[src/rtl/lut_decoder_driver.sv]
// lut_decoder_driver
// Sequential stimulus source for the BKM LUT decoder. Sweeps every legal
// (mode, format, n, d_x_n, d_y_n) combination, innermost d_y first, and presents
// one vector per transfer on a valid/ready interface.
//
// Ports:
//   clk        - single clock, rising edge
//   arst       - asynchronous reset, active-low
//   srst       - synchronous reset, active-high, same effect as arst
//   enable     - global clock enable; 0 freezes all state
//   start      - begin a sweep (honoured in IDLE or DONE only)
//   ready      - consumer accepts the current vector
//   valid      - current vector is valid
//   tb_mode    - 0 = E-mode, 1 = L-mode
//   tb_format  - operand format, 00/01/10
//   tb_n       - iteration index 0..N_LAST
//   tb_d_x_n   - BKM digit, 00=0, 01=+1, 11=-1
//   tb_d_y_n   - BKM digit, same encoding
//   vec_cnt    - accepted vectors since start (saturating)
//   busy       - sweep in progress
//   done       - sweep complete, held until next start or reset

module lut_decoder_driver #(
   parameter int unsigned WC     = 16,
   parameter int unsigned WD     = 64,
   parameter int unsigned LOG2N  = 6,
   parameter int unsigned N_LAST = 2**LOG2N - 1,
   parameter int unsigned WCNT   = 16
) (
   input  logic             clk,
   input  logic             arst,
   input  logic             srst,
   input  logic             enable,
   input  logic             start,
   input  logic             ready,
   output logic             valid,
   output logic             tb_mode,
   output logic [1:0]       tb_format,
   output logic [LOG2N-1:0] tb_n,
   output logic [1:0]       tb_d_x_n,
   output logic [1:0]       tb_d_y_n,
   output logic [WCNT-1:0]  vec_cnt,
   output logic             busy,
   output logic             done
);

   // WC/WD only keep vector sizing consistent with the decoder; nothing here depends on them.
   if (WC == 0 || WD == 0) begin : g_bad_width
   end

   localparam logic [LOG2N-1:0] NLast = LOG2N'(N_LAST);

   typedef enum logic [1:0] {StIdle, StRun, StDone} state_e;

   state_e state;
   logic   last_vec;

   // Digit order 00 -> 01 -> 11 -> 00.
   function automatic logic [1:0] next_digit(input logic [1:0] d);
      case (d)
         2'b00:   return 2'b01;
         2'b01:   return 2'b11;
         default: return 2'b00;
      endcase
   endfunction

   assign last_vec = tb_mode && (tb_format == 2'b10) && (tb_n == NLast) &&
                     (tb_d_x_n == 2'b11) && (tb_d_y_n == 2'b11);

   always_ff @(posedge clk or negedge arst) begin
      if (!arst) begin
         state     <= StIdle;
         valid     <= 1'b0;
         busy      <= 1'b0;
         done      <= 1'b0;
         vec_cnt   <= '0;
         tb_mode   <= 1'b0;
         tb_format <= 2'b00;
         tb_n      <= '0;
         tb_d_x_n  <= 2'b00;
         tb_d_y_n  <= 2'b00;
      end else if (srst) begin
         // Synchronous reset acts regardless of enable, like the async one.
         state     <= StIdle;
         valid     <= 1'b0;
         busy      <= 1'b0;
         done      <= 1'b0;
         vec_cnt   <= '0;
         tb_mode   <= 1'b0;
         tb_format <= 2'b00;
         tb_n      <= '0;
         tb_d_x_n  <= 2'b00;
         tb_d_y_n  <= 2'b00;
      end else if (enable) begin
         case (state)
            StIdle, StDone: begin
               if (start) begin
                  state     <= StRun;
                  valid     <= 1'b1;
                  busy      <= 1'b1;
                  done      <= 1'b0;
                  vec_cnt   <= '0;
                  tb_mode   <= 1'b0;
                  tb_format <= 2'b00;
                  tb_n      <= '0;
                  tb_d_x_n  <= 2'b00;
                  tb_d_y_n  <= 2'b00;
               end
            end
            StRun: begin
               // valid is always 1 in RUN, so ready alone marks a transfer.
               if (ready) begin
                  if (vec_cnt != '1) begin
                     vec_cnt <= vec_cnt + 1'b1;
                  end
                  if (last_vec) begin
                     state <= StDone;
                     valid <= 1'b0;
                     busy  <= 1'b0;
                     done  <= 1'b1;
                  end else if (tb_d_y_n != 2'b11) begin
                     tb_d_y_n <= next_digit(tb_d_y_n);
                  end else begin
                     tb_d_y_n <= 2'b00;
                     if (tb_d_x_n != 2'b11) begin
                        tb_d_x_n <= next_digit(tb_d_x_n);
                     end else begin
                        tb_d_x_n <= 2'b00;
                        if (tb_n != NLast) begin
                           tb_n <= tb_n + 1'b1;
                        end else begin
                           tb_n <= '0;
                           if (tb_format != 2'b10) begin
                              tb_format <= tb_format + 2'b01;
                           end else begin
                              tb_format <= 2'b00;
                              tb_mode   <= ~tb_mode;
                           end
                        end
                     end
                  end
               end
            end
            default: begin
               state <= StIdle;
               valid <= 1'b0;
               busy  <= 1'b0;
               done  <= 1'b0;
            end
         endcase
      end
   end

endmodule

[config.mk]
export PLATFORM = sky130hd
export DESIGN_NAME = lut_decoder_driver
export DESIGN_NICKNAME = d
export VERILOG_FILES = /design/src/rtl/lut_decoder_driver.sv
export SDC_FILE = /design/constraint.sdc
export NUM_CORES = 1
export LEC_CHECK = 0
export CAP_MARGIN = 20
export CELL_PAD_IN_SITES_DETAIL_PLACEMENT = 1
export CELL_PAD_IN_SITES_GLOBAL_PLACEMENT = 2
export CORE_UTILIZATION = 32
export CTS_BUF_LIST = sky130_fd_sc_hd__clkbuf_2 sky130_fd_sc_hd__clkbuf_4 sky130_fd_sc_hd__clkbuf_8
export CTS_CLUSTER_DIAMETER = 150
export DETAILED_ROUTE_END_ITERATION = 8
export PLACE_DENSITY = 0.83
export SYNTH_ARGS = -nofsm -noshare
export SYNTH_HDL_FRONTEND = slang
export SYNTH_SLANG_ARGS = --single-unit
[constraint.sdc]
create_clock -name clk -period 2.65 [get_ports clk]
set_clock_uncertainty 0.2 [all_clocks]
set_input_delay 0.265 -clock clk [delete_from_list [all_inputs] [get_ports clk]]
set_output_delay 0.265 -clock clk [all_outputs]
set_load 0.02 [all_outputs]
==> results.md, run 1 <==
- PortBufs: 37
- Core box area: 5574 sq um
- First-pass GRT wire length: about 9400 um
- Register area share after synthesis: a little over two fifths
- Post-Syn Area: 1884 sq um
- Crit. End Element: flop
- Leakage power: about 0.9 nW
- CTS HTree Levels: 2
- CTS Sinks: 32
- Final wirelength: 5574 um
- Net Count, Synth: between 200 and 250
- Die area: between 6000 and 7000 sq um
- Initial DRT Pass Iterations: 6
- Detail Route Antenna Nets: 0
- Sequential Area: 800.8 sq um
- CTS tree: built
- Max-Cap Viols: 0
- CTS clk-pin slew, worst paths: ~0.07 ns
- Worst ir drop on vdd: between 0.00015 and 0.0002 V
- Min-Delay Path Class: input port to asynchronous set/reset pin
- Pins Over Slew Limit: 0
- Layout cells sized above 1: approximately 8.4%
- GP Congestion: 0.7804
- CTS Root Cell: clkbuf_8
- Routed via count: 1887
- Fin crit period: between 2 and 2.5 ns
- Flops & latches, synth: 32
- Dpl cell area: 2371 sq um
- Crit path kind: flop to flop
- Tot Pwr: 1.002 mW
- Area Overhead vs Synth: 31.01%
- Wirelength per Cell: 17.26 um
- Via density: ~6
- Post-CTS setup buffer count: 0
- Outcome: complete, no violations
- FILL cells: 668
- # rows: 27
- CP Max Fanout: 7
- Total global routing overflow: 0
- Die Y-Extent: around 79 um
- Final hold viol count: 0
- # resized after CTS: 0
- DP Wirelength: 3961 um
- Final setup TNS: 0 ns
- Final setup violation count: 0
- I/O pin total: 38
- Cells after synthesis: between 200 and 250
- Distinct cells, synth: just over 50
- RSZ-0062 raised after global routing: no
- Largest net degree at the start of global routing: 33
- Fin area: 2469 sq um
- Worst EP required: between 2 and 3 ns
- Initial antenna violation count: 0
- CP Launch Type: flop
- Max_slew headroom: approximately 63%
- Cts bufs inserted: 5
- Worst-Skew Late Latency: a little under 0.3 ns
- Diodes inserted: 0
- GRT Util Overall: 19.76%
- # DRC: 0
- Initial core utilization: about 34%
- Vias in the first global route: 1883
- Total power divided by cell area: 405.8 nW/um^2
- Synth warn: 0
- Syn_area_per_cell: around 9 sq um
- Fin nets: 258
- Fin util: between 40 and 50%
- CTS Hold Bufs: 0
- Worst-margin pin slew: roughly 0.56 ns
- Crit-path slowest cell: or4_1
- Async SR Flop Fraction: 100.0%
- First-iteration detailed-routing DRC count: 148
- Worst path max stage delay: around 0.7 ns
- Die width: roughly 80 um
- Top_reg_cell synth: dfrtp_1
- Fin crit share: between 80% and 90%
- Max Freq: between 400 and 500 MHz
- Number of flops mapped to enable cells by yosys: 0
- Max Root-Sink Buffers: 2
- Worst path cell trace: ha_1 > nand3_1 > buf_4 > or4_1 > a41oi_1 > a31oi_1
- Multi-input combinational cell area: around 1000 sq um
- Data arrival, critical path: approximately 2.3 ns
## path summary, 6_finish.rpt
check	endpoint	from	slack, ns	depth (start not counted)
setup / recovery	vec_cnt[5]$_DFFE_PN0P_	vec_cnt[0]$_DFFE_PN0P_	0.30	6
hold / removal	tb_format[0]$_DFFE_PN0P_	arst	0.17	2
setup reg to reg	vec_cnt[5]$_DFFE_PN0P_	vec_cnt[0]$_DFFE_PN0P_	0.30	6
hold reg to reg	tb_mode$_DFFE_PN0P_	tb_mode$_DFFE_PN0P_	0.33	1
max in group asynchronous	vec_cnt[5]$_DFFE_PN0P_	arst	1.76	2
min in group clk	tb_mode$_DFFE_PN0P_	tb_mode$_DFFE_PN0P_	0.33	1
## state kept, by name, indices dropped and copies added, names as in the netlist
name	count
done	1
state	2
tb_d_x_n	2
tb_d_y_n	2
tb_format	2
tb_mode	1
tb_n	6
vec_cnt	16
## kinds of logic (layout without fill, tap and decap cells)
family          after synthesis  count (layout)  share of synthesized area (%)
compound gates               67              67                          24.24
fa+ha+maj                     2               2                          1.328
buf+inv                      18              62                          4.184
flops                        32              32                          42.50
mux                           4               4                          2.125
simple gates                 84              84                          25.63
## cells in the final DEF (no fill, tap or decap), types with 3 or more instances in the layout
cell and instances:
nor2_1 5, nand2_1 24, o21a_1 5, clkdlybuf4s50_1 37, buf_4 9, a2bb2oi_1 3, a21oi_1 11, nor3_1 7
nand3_1 10, clkbuf_8 6, mux2i_1 4, nor4_1 5, o21ai_0 7, inv_1 7, dfrtp_1 32, and4_1 5
a21boi_0 3, o31ai_1 3, a31oi_1 17, nand4_1 9
## power breakdown
| part | switching, mW | leakage (nW) | internal, mW |
|---|---|---|---|
| combinational | 0.0524 | 0.415 | 0.0317 |
| sequential | 0.00579 | 0.446 | 0.491 |
| clock | 0.189 | 0.0523 | 0.232 |
## final cells by class
cell class / instances / share of cell area, %
inverter: 7 / 1.064
clock buffer: 8 / 3.953
tap: 72 / 3.649
multi-input combinational: 157 / 40.70
sequential: 32 / 32.44
timing repair buffer: 47 / 18.20
## metrics by stage
stage | cells | hold WS [ns] | setup WS, ns
2_1_floorplan | 207 | -0.2306 | 0.4575
3_3_place_gp | 314 | 0.2988 | 0.01931
3_5_place_dp | 315 | 0.3227 | 0.2334
4_1_cts | 323 | 0.1944 | 0.3007
5_1_grt | 323 | 0.2103 | 0.1617
6_report | 323 | 0.1668 | 0.3000
## worst max-delay path: cells and delay by family (launching register included)
kind / cells / cell delay, ns
AOI/OAI and AO/OA: 2 / 0.33
and+or+nand+nor: 2 / 0.81
buffers and inverters: 1 / 0.18
DFF: 1 / 0.45
adders and majority gates: 1 / 0.25
## synthesized netlist by cell type, types with 5 or more instances
master   instances  share of area [%]
nor2_1           5                1.0
nand2_1         24                4.8
o21a_1           5                2.0
inv_1            7                1.4
nor3_1           7                1.9
a31oi_1         17                5.6
a21oi_1         11                2.9
o21ai_0          7                1.9
and4_1           5                2.3
nand4_1          9                3.0
nor4_1           5                1.7
nand3_1         10                2.7
dfrtp_1         32                 42
## metal layers
metal | up-vias | wire length (um) | track usage (%)
li1 | 893 | - | -
met1 | 951 | 2843 | 27.28
met3 | 8 | 209 | 4.483
met4 | 0 | 91 | 6.481
met5 | - | 0 | 0
met2 | 35 | 2430 | 30.35
(Power assumes the default switching activity.)
==> inputs of run 2 (changes only) <==
- REMOVE_ABC_BUFFERS: default -> 1
==> results.md, run 2 (same netlist as run 1, synthesis figures left out) <==
- Total global routing overflow: 0
- Wirelength per Cell: between 15 and 20 um
- Pins Over Slew Limit: 0
- Vias in the first global route: around 1900
- # resized after CTS: 0
- Most frequent cells in the layout: clkdlybuf4s50_1 (37), dfrtp_1 (32), nand2_1 (24), a31oi_1 (17), a21oi_1 (11)
- I/O pin total: 38
- Sequential Area: between 800 and 900 sq um
- RSZ-0062 raised after global routing: no
- Min-Delay Path Class: input port to asynchronous set/reset pin
- Outcome: complete, no violations
- Final setup violation count: 0
- Fin nets: between 200 and 300
- Max Root-Sink Buffers: 2
- Routed via count: 1851
- CP Max Fanout: 7
- # DRC: 0
- Final wirelength: between 5000 and 6000 um
- Layout cells sized above 1: about 8.4%
- Largest net degree at the start of global routing: 33
- GP Congestion: around 0.78
- Max_slew headroom: just over 60%
- Reg2reg start: vec_cnt[1]$_DFFE_PN0P_
- CTS tree: built
- Worst ir drop on vdd: roughly 0.00026 V
- Most common cell after layout, fill and taps aside: clkdlybuf4s50_1
- Worst-margin pin slew: 0.5853 ns
- CTS Root Cell: clkbuf_8
- # rows: 27
- Diodes inserted: 0
- CTS Sinks: 32
- GRT Util Overall: about a fifth
- Core box area: between 5000 and 6000 sq um
- Crit path kind: flop to flop
- Fin crit share: between 80% and 90%
- First-pass GRT wire length: roughly 9500 um
- CTS Hold Bufs: 0
- Fin util: between 40% and 50%
- Detail Route Antenna Nets: 0
- Total power divided by cell area: 407.1 nW/um^2
- FILL cells: around 650
- Final setup TNS: 0 ns
- Worst EP required: 2.61 ns
- CP Launch Type: flop
- CTS clk-pin slew, worst paths: 0.07 ns
- Largest Register: vec_cnt
- Largest register FFs: 16
- Post-CTS setup buffer count: 0
- DP Wirelength: 3927 um
- Crit. Startpoint: vec_cnt[1]$_DFFE_PN0P_
- Via density: between 5 and 6
- CTS HTree Levels: 2
- Die width: about 80 um
- Top Registers: vec_cnt x16, tb_n x6
- Crit. End Element: flop
- Die Y-Extent: ~80 um
- Max-Cap Viols: 0
- Leakage power: slightly above 0.9 nW
- PortBufs: 37
- Worst-Skew Late Latency: 0.29 ns
- Multi-input combinational cell area: 1011 sq um
- First-iteration detailed-routing DRC count: 91
- Final hold viol count: 0
- Fin crit period: about 2.4 ns
- Cts bufs inserted: 5
- Initial antenna violation count: 0
- Die area: ~6200 sq um
- Data arrival, critical path: 2.32 ns
- Area Overhead vs Synth: 31.41%
- Initial DRT Pass Iterations: 4
- Initial core utilization: 33.80%
- Max Freq: 423.5 MHz
==> run 2: area by class of cell <==
class,instances,share of cell area (%)
Inverter,7,1.061
Tap cell,72,3.638
Timing Repair Buffer,46,18.19
Clock buffer,8,3.941
Multi-Input combinational cell,157,40.83
Sequential cell,32,32.34
==> run 2: metrics by stage <==
step           worst slack, ns  cell area, sq um  power, mW  hold slack, ns  std cells
3_3_place_gp            0.2857              2372     0.5929          0.3115        314
5_1_grt                0.08660              2476      1.043          0.2183        322
3_5_place_dp            0.2323              2372     0.5932          0.3156        314
2_1_floorplan           0.1436              1832     0.5426         -0.2306        196
4_1_cts                 0.2299              2470      1.015          0.2023        322
6_report                0.2889              2476      1.008          0.1734        322
==> run 2: critical path, stage by stage (launching register included) <==
cell,delay [ns]
dfrtp_1,0.44
ha_1,0.25
nand3_1,0.26
or4_1,0.75
a31oi_1,0.22
o21ai_0,0.11
==> run 2: metal layers <==
| layer | part of all wire, % | GRT usage [%] |
|---|---|---|
| met2 | 45 | 31.22 |
| met5 | 0 | 0 |
| met4 | 0.95 | 5.185 |
| met1 | 50 | 27.74 |
| met3 | 4.0 | 3.793 |
==> run 2: power by group <==
part / switching (mW) / leakage [nW] / total, mW / internal (mW)
sequential: 0.00523 / 0.446 / 0.496 / 0.491
combinational: 0.0531 / 0.414 / 0.0863 / 0.0333
clock: 0.193 / 0.0523 / 0.426 / 0.233
==> run 2: final timing paths <==
kind / endpoint / slack [ns] / cells past startpoint
min in group clk: tb_mode$_DFFE_PN0P_ / 0.33 / 1
hold reg to reg: tb_mode$_DFFE_PN0P_ / 0.33 / 1
max in group asynchronous: vec_cnt[10]$_DFFE_PN0P_ / 1.76 / 2
setup / recovery: vec_cnt[9]$_DFFE_PN0P_ / 0.29 / 5
setup reg to reg: vec_cnt[9]$_DFFE_PN0P_ / 0.29 / 5
hold / removal: state[1]$_DFFE_PN0P_ / 0.17 / 2
